File: src/rtl/sockit_spi_pkg.sv
// Shared types for the sockit SPI stream blocks.
package sockit_spi_pkg;

    // Default data type carried on all streams.
    typedef logic [31:0] dt_t;

    // Buffer occupancy for a 2-entry skid buffer (0..2).
    typedef logic [1:0] cnt_t;

    localparam cnt_t CNT_EMPTY = 2'd0;
    localparam cnt_t CNT_ONE   = 2'd1;
    localparam cnt_t CNT_FULL  = 2'd2;

endpackage

File: src/rtl/sockit_spi_skid.sv
// Two-entry skid buffer. The output is fully registered, and the input ready
// depends only on the occupancy, so no combinational path runs from
// out_rdy_i to in_rdy_o.
module sockit_spi_skid
    import sockit_spi_pkg::*;
#(
    parameter type DT = dt_t
) (
    input  logic clk,
    input  logic rst_n,
    input  logic in_vld_i,
    output logic in_rdy_o,
    input  DT    in_dat_i,
    output logic out_vld_o,
    input  logic out_rdy_i,
    output DT    out_dat_o
);

    cnt_t cnt_q, cnt_d;
    DT    head_q, head_d;
    DT    tail_q, tail_d;
    logic wr, rd;

    assign in_rdy_o  = (cnt_q != CNT_FULL);
    assign out_vld_o = (cnt_q != CNT_EMPTY);
    assign out_dat_o = head_q;

    assign wr = in_vld_i & in_rdy_o;
    assign rd = out_vld_o & out_rdy_i;

    // Next-state for the occupancy count and the head/tail slots.
    // The head always holds the oldest entry, and the tail is used only at count 2.
    always_comb begin
        cnt_d  = cnt_q;
        head_d = head_q;
        tail_d = tail_q;
        case (cnt_q)
            CNT_EMPTY: begin
                if (wr) begin
                    head_d = in_dat_i;
                    cnt_d  = CNT_ONE;
                end
            end
            CNT_ONE: begin
                if (wr && rd) begin
                    head_d = in_dat_i;
                end else if (wr) begin
                    tail_d = in_dat_i;
                    cnt_d  = CNT_FULL;
                end else if (rd) begin
                    // head keeps stale data, which is don't-care while vld=0
                    cnt_d = CNT_EMPTY;
                end
            end
            CNT_FULL: begin
                if (rd) begin
                    head_d = tail_q;
                    cnt_d  = CNT_ONE;
                end
            end
            default: begin
                cnt_d = CNT_EMPTY;
            end
        endcase
    end

    // Buffer state register. Reset empties the buffer and clears the data.
    always_ff @(posedge clk or negedge rst_n) begin
        if (!rst_n) begin
            cnt_q  <= CNT_EMPTY;
            head_q <= '0;
            tail_q <= '0;
        end else begin
            cnt_q  <= cnt_d;
            head_q <= head_d;
            tail_q <= tail_d;
        end
    end

endmodule

File: src/rtl/sockit_spi_dmx.sv
// Registered 1:2 stream demultiplexer. sel steers each input transfer to
// so0 or so1. Each output has its own skid buffer, so a stalled consumer
// blocks only the inputs that sel steers to it.
module sockit_spi_dmx
    import sockit_spi_pkg::*;
#(
    parameter type DT    = dt_t,
    parameter int  DEPTH = 2
) (
    input  logic clk,
    input  logic rst_n,
    input  logic sel,
    input  logic sti_vld_i,
    output logic sti_rdy_o,
    input  DT    sti_dat_i,
    output logic so0_vld_o,
    input  logic so0_rdy_i,
    output DT    so0_dat_o,
    output logic so1_vld_o,
    input  logic so1_rdy_i,
    output DT    so1_dat_o
);

    if (DEPTH != 2) begin : g_depth_chk
        $error("sockit_spi_dmx: DEPTH must be 2");
    end

    logic in0_vld, in1_vld;
    logic in0_rdy, in1_rdy;

    // The input is steered only to the selected buffer. Ready comes from that
    // buffer's fill state alone.
    assign in0_vld   = sti_vld_i & ~sel;
    assign in1_vld   = sti_vld_i &  sel;
    assign sti_rdy_o = sel ? in1_rdy : in0_rdy;

    sockit_spi_skid #(.DT(DT)) u_skid0 (
        .clk       (clk),
        .rst_n     (rst_n),
        .in_vld_i  (in0_vld),
        .in_rdy_o  (in0_rdy),
        .in_dat_i  (sti_dat_i),
        .out_vld_o (so0_vld_o),
        .out_rdy_i (so0_rdy_i),
        .out_dat_o (so0_dat_o)
    );

    sockit_spi_skid #(.DT(DT)) u_skid1 (
        .clk       (clk),
        .rst_n     (rst_n),
        .in_vld_i  (in1_vld),
        .in_rdy_o  (in1_rdy),
        .in_dat_i  (sti_dat_i),
        .out_vld_o (so1_vld_o),
        .out_rdy_i (so1_rdy_i),
        .out_dat_o (so1_dat_o)
    );

endmodule

File: config.mk
export PLATFORM = sky130hd
export DESIGN_NAME = sockit_spi_dmx
export DESIGN_NICKNAME = d
export VERILOG_FILES = /design/src/rtl/sockit_spi_pkg.sv /design/src/rtl/sockit_spi_skid.sv /design/src/rtl/sockit_spi_dmx.sv
export SDC_FILE = /design/constraint.sdc
export NUM_CORES = 1
export LEC_CHECK = 0
export ABC_CLOCK_PERIOD_IN_PS = 2300
export CORE_ASPECT_RATIO = 1.1
export CORE_MARGIN = 1.5
export CORE_UTILIZATION = 40
export CTS_CLUSTER_SIZE = 16
export DETAILED_ROUTE_END_ITERATION = 8
export GPL_ROUTABILITY_DRIVEN = 0
export HOLD_SLACK_MARGIN = 0.12
export PLACE_DENSITY_LB_ADDON = 0.08
export SLEW_MARGIN = 20
export SYNTH_ARGS = -nofsm -noshare
export SYNTH_HDL_FRONTEND = slang
export SYNTH_SLANG_ARGS = --single-unit
File: constraint.sdc
create_clock -name clk -period 2.3 [get_ports clk]
set_input_delay 0.46 -clock clk [delete_from_list [all_inputs] [get_ports clk]]
set_output_delay 0.46 -clock clk [all_outputs]
set_load 0.02 [all_outputs]
**Word-level counts from Yosys, hierarchy flattened**

Index checks and enable logic that the tools add are counted.

- Equal/unequal tests: 16
- Multiplexer cells: 21
- Bitwise operators: 9
- Reductions and logical operators: 14

Operator list:

| kind | number |
|---|---|
| 2-to-1 mux 32 bit | 6 |
| case mux 32 bit (3 select lines) | 2 |
| 2-to-1 mux 2 bit | 10 |
| AND reduction 4 bit | 4 |
| inequality test 2 x 1 -> 1 bit, second input constant | 6 |
| case mux 2 bit (3 select lines) | 2 |
| inequality test 2 bit, second input constant | 4 |
| bitwise AND 1 bit | 6 |
| inequality test 3 x 1 -> 1 bit, second input constant | 2 |
| AND reduction 3 bit | 2 |
| nonzero test 3 bit | 2 |
| == test 2 x 1 -> 1 bit, second input constant | 2 |
| == test 2 bit, second input constant | 2 |
| zero test 2 bit | 2 |
| nonzero test 2 bit | 2 |
| NOT 1 bit | 3 |
| logical AND 1 bit | 2 |
| 2-to-1 mux 1 bit | 1 |

- Register bits: 132
- Input port bits: 38
- Output and inout port bits: 67

**Logic depth before layout (Yosys ltp)**

- Word-level depth: 6
- Mapped depth: 5

**Modules after synthesis**

From an unflattened synthesis, not the netlist that was laid out.

- Cells, all modules: 375
- Area, all modules: 6429.9 um^2

By module, submodules not included:

| module | instances | cells an instance | area each (um^2) | sequential area each (um^2) |
|---|---|---|---|---|
| sockit_spi_skid | 2 | 186 | 3199.3 | 1651.6 |
| sockit_spi_dmx | 1 | 3 | 31.3 | 0.0 |

**Least setup slack after synthesis**

Ideal clock, no wire load.

- Path type: register to output
- Start: register u_skid1.cnt_q[1]
- End: output sti_rdy_o
- Arrival: 1.268 ns
- Required time: 1.840 ns
- Setup slack: 0.572 ns
- Cell stages (with the launch flop): 5
- Buffers on the path: 2
- Cells stage by stage: dfrtp_1 -> nor2b_1 -> buf_2 -> buf_2 -> mux2i_1

- Word-level cells in the longest chain between the ends: 2

RTL lines:

| what | RTL line | source |
|---|---|---|
| start: declaration | sockit_spi_skid.sv:19 | `cnt_t cnt_q, cnt_d;` |
| start signal: assignment | sockit_spi_skid.sv:74 | `cnt_q <= cnt_d;` |
| inequality test 2 bit | sockit_spi_skid.sv:24 | `assign in_rdy_o = (cnt_q != CNT_FULL);` |
| 2-to-1 mux 1 bit | sockit_spi_dmx.sv:35 | `assign sti_rdy_o = sel ? in1_rdy : in0_rdy;` |
| end: declaration | sockit_spi_dmx.sv:14 | `output logic sti_rdy_o,` |

No other way between the ends.

**Final worst setup path**

- Start: input sel
- End: output sti_rdy_o

- Word-level cells in the longest chain between the ends: 1

RTL lines:

| what | RTL line | source |
|---|---|---|
| start: declaration | sockit_spi_dmx.sv:12 | `input logic sel,` |
| 2-to-1 mux 1 bit | sockit_spi_dmx.sv:35 |  |

No other way between the ends.

==> results.ini <==
[run_status]
outcome=completed

[finish]
seqCellArea_um2=3300
final_nets=531
diodes_inserted=0
final_layout_size_suffix_gt1_frac=0.475
nFillCells=1184
layout.cells.non_filler=697
flow.area_growth_from_synthesis_pct=34.2
combined_area_of_the_multi_input_logic_cells_um2=2400

[place]
place_hpwl_mm=7.79
dp.cells=665
quantity_of_i_o_buffers_inserted_on_ports=104

[global_route]
grt_start_max_net_pins=52
antenna_found_initial=0
grt.total_usage=0.172
grt_pass1_wl_mm=19.9
grt_overflow=0
first_global_vias=3642

[worst_hold_path]
hold_path_startpoint=u_skid1.tail_q[31]$_DFFE_PN0P_
timing.hold.worst_path_depth=1
type_of_the_worst_min_delay_path=register to register
min_delay_worst_endpoint=u_skid1.tail_q[31]$_DFFE_PN0P_

[detailed_routing]
route.detailed.wl_per_inst_um=17.3
ant_nets=0
detailroute.via_count=3446
detail_route.wirelength_mm=12.1
drc_errors=0
detail_route.first_pass.iterations=4
avgViaCountPerCell=4.94
drt-initial-drc-count=109

[yosys]
synthCells=372
netlist.area_leader.share=0.567
postSynthRegisterBits=132
leading_cell_types_by_total_area_after_synthesis=sky130_fd_sc_hd__dfrtp_1, sky130_fd_sc_hd__mux2_2, sky130_fd_sc_hd__buf_6
synth_enable_flop_cells=0
synth_cell_type_count=24
yosysTopAreaCell=sky130_fd_sc_hd__dfrtp_1
postSynth.asyncResetShare=1.00
syn_avg_cell_area_um2=15.7
post_synth_net_total=410
synth.yosys.seq_area_share=0.567
syn-cell-area_um2=5830
ys.flop_type=sky130_fd_sc_hd__dfrtp_1
synthesis.yosys.warnings=0

[worst_setup_path]
timing.rr.start=u_skid1.cnt_q[1]$_DFFE_PN0P_
worstSetupStartpoint=sel
timing.reg2reg.worst_path_depth=4
critical_path_required_ns=1.84
critPathMaxFanout=3
setup.worst_path.class=primary input to output port
reg2reg_slack_ns=0.41
capturing_point_of_the_worst_reg2reg_path=u_skid1.out_dat_o[26]$_DFFE_PN0P_
cp.arrival_ns=1.78
timing.critical_path.from_type=primary input
setup.worst_path.end_class=output port

[floorplanning]
ios=105
rows=46
core_area_um2=14300
die_area_um2=15300
die_w_um=118
die_y_um=130
start_util=0.406

[sta]
slew_viol_final=0
period_minus_slack_ns=2.24
grt_setup_unrepaired=no
worst_pin_slew_ns=0.528
final.setup_skew_ns=0.00436
achievable-frequency_mhz=446
slew_headroom=0.648
final.setup.tns_ns=0
hold_viol_final=0
finalSetupViolations=0
share_of_the_clock_period_used_by_the_worst_path=0.974
final_hold_slack_ns=0.481

[clock_tree]
clock-sinks=132
clk_transition_reported_paths_ns=0.05
cts_tree=done
numCtsBuffers=17
clock-root-buffer=sky130_fd_sc_hd__clkbuf_16
cts_max_level=4
clock_latency_ns=0.40
cts-root-to-sink-buffers=2

[pwr]
power_per_cell_area_nw_per_um2=1110
ir_drop_mv=0.493
power.leakage_nw=3.25
post-layout-total-power_mw=8.65

[run]
drv.max_cap_violation_count=0

[per-stage QoR]
stage | instance area, um^2 | worst slack (ns) | util
after floorplan | 5830 | 0.572 | -
after global placement | 7210 | 0.0368 | 0.503
after detailed placement | 7210 | 0.0185 | 0.503
after CTS | 7820 | 0.0258 | 0.545
after global routing | 7820 | 0.00176 | 0.545
final | 7820 | 0.0597 | 0.545
[final cells by class]
| cell class | instances | area share |
|---|---|---|
| Clock inverter | 2 | 0.00448 |
| Clock buffer | 29 | 0.0717 |
| Sequential cell | 132 | 0.423 |
| Tap cell | 192 | 0.0307 |
| Timing Repair Buffer | 122 | 0.164 |
| Multi-Input combinational cell | 220 | 0.306 |
[worst max path at each step]
stage | depth (start not counted) | end
5_1_grt | 3 | sti_rdy_o
4_1_cts | 2 | so1_vld_o
3_3_place_gp | 5 | u_skid0.out_dat_o[15]$_DFFE_PN0P_
3_5_place_dp | 6 | u_skid1.tail_q[11]$_DFFE_PN0P_
2_1_floorplan | 4 | sti_rdy_o
6_report | 3 | sti_rdy_o
[cells in the final DEF (no fill, tap or decap), drive strengths merged]
| cell type | n |
|---|---|
| mux2 | 192 |
| dfrtp | 132 |
| clkdlybuf4s50 | 102 |
| clkbuf | 29 |
| buf | 18 |
| nor2 | 4 |
| nor2b | 4 |
| mux2i | 3 |
| or2 | 2 |
| nor3b | 2 |
| nand2 | 2 |
| nor4b | 1 |
| and3b | 1 |
| a211o | 1 |
| nand2b | 1 |
| o21ai | 1 |
| nand4b | 1 |
| nand3b | 1 |
| o211ai | 1 |
| and4b | 1 |
| o221ai | 1 |
| a21oi | 1 |
| bufinv | 1 |
| clkinv | 1 |
| dlygate4sd3 | 1 |
| dlymetal6s2s | 1 |
[flip-flops by register name, summed over array words and instances, names as in the netlist]
signal and flops:
u_skid1.cnt_q 2, u_skid0.tail_q 32, u_skid1.out_dat_o 32, u_skid0.cnt_q 2, u_skid0.out_dat_o 32, u_skid1.tail_q 32
[cells in the mapped netlist (2+ instances only)]
cell / count
sky130_fd_sc_hd__buf_2: 11
sky130_fd_sc_hd__buf_4: 3
sky130_fd_sc_hd__buf_6: 6
sky130_fd_sc_hd__dfrtp_1: 132
sky130_fd_sc_hd__mux2_1: 6
sky130_fd_sc_hd__mux2_2: 186
sky130_fd_sc_hd__mux2i_1: 3
sky130_fd_sc_hd__nand2_1: 2
sky130_fd_sc_hd__nor2_1: 4
sky130_fd_sc_hd__nor2b_1: 4
sky130_fd_sc_hd__or2_2: 2
[metal layers]
metal,track usage,share of wire,up-vias
met5,0,0,-
met4,0.0725,0.016,0
li1,-,-,1594
met2,0.265,0.47,81
met1,0.227,0.46,1758
met3,0.0506,0.048,13
[power by group]
part           internal [mW]  leakage (nW)  switching [mW]  total, mW
registers               3.13          1.58           0.400       3.53
clock network           1.74         0.296           0.914       2.66
logic                   1.44          1.38            1.03       2.46
total                   6.30          3.25            2.34       8.65
[logic make-up after synthesis]
family,share of synthesized area
buf+inv,0.0249
simple gates,0.0234
flops,0.567
compound gates,0.00838
mux,0.376
[repair_timing]
item,in CTS,in global routing
gates resized for setup,0,1
setup endpoints to repair,0,1
endpoints found under the hold margin,40,0
hold buffers,1,0
buffers inserted,0,0
[worst max-delay path, stage by stage]
cell and delay [ns]:
sky130_fd_sc_hd__clkdlybuf4s50_1 0.51, sky130_fd_sc_hd__mux2i_1 0.19, sky130_fd_sc_hd__clkdlybuf4s50_1 0.61
No activity file was read; power rests on OpenSTA's default activity.
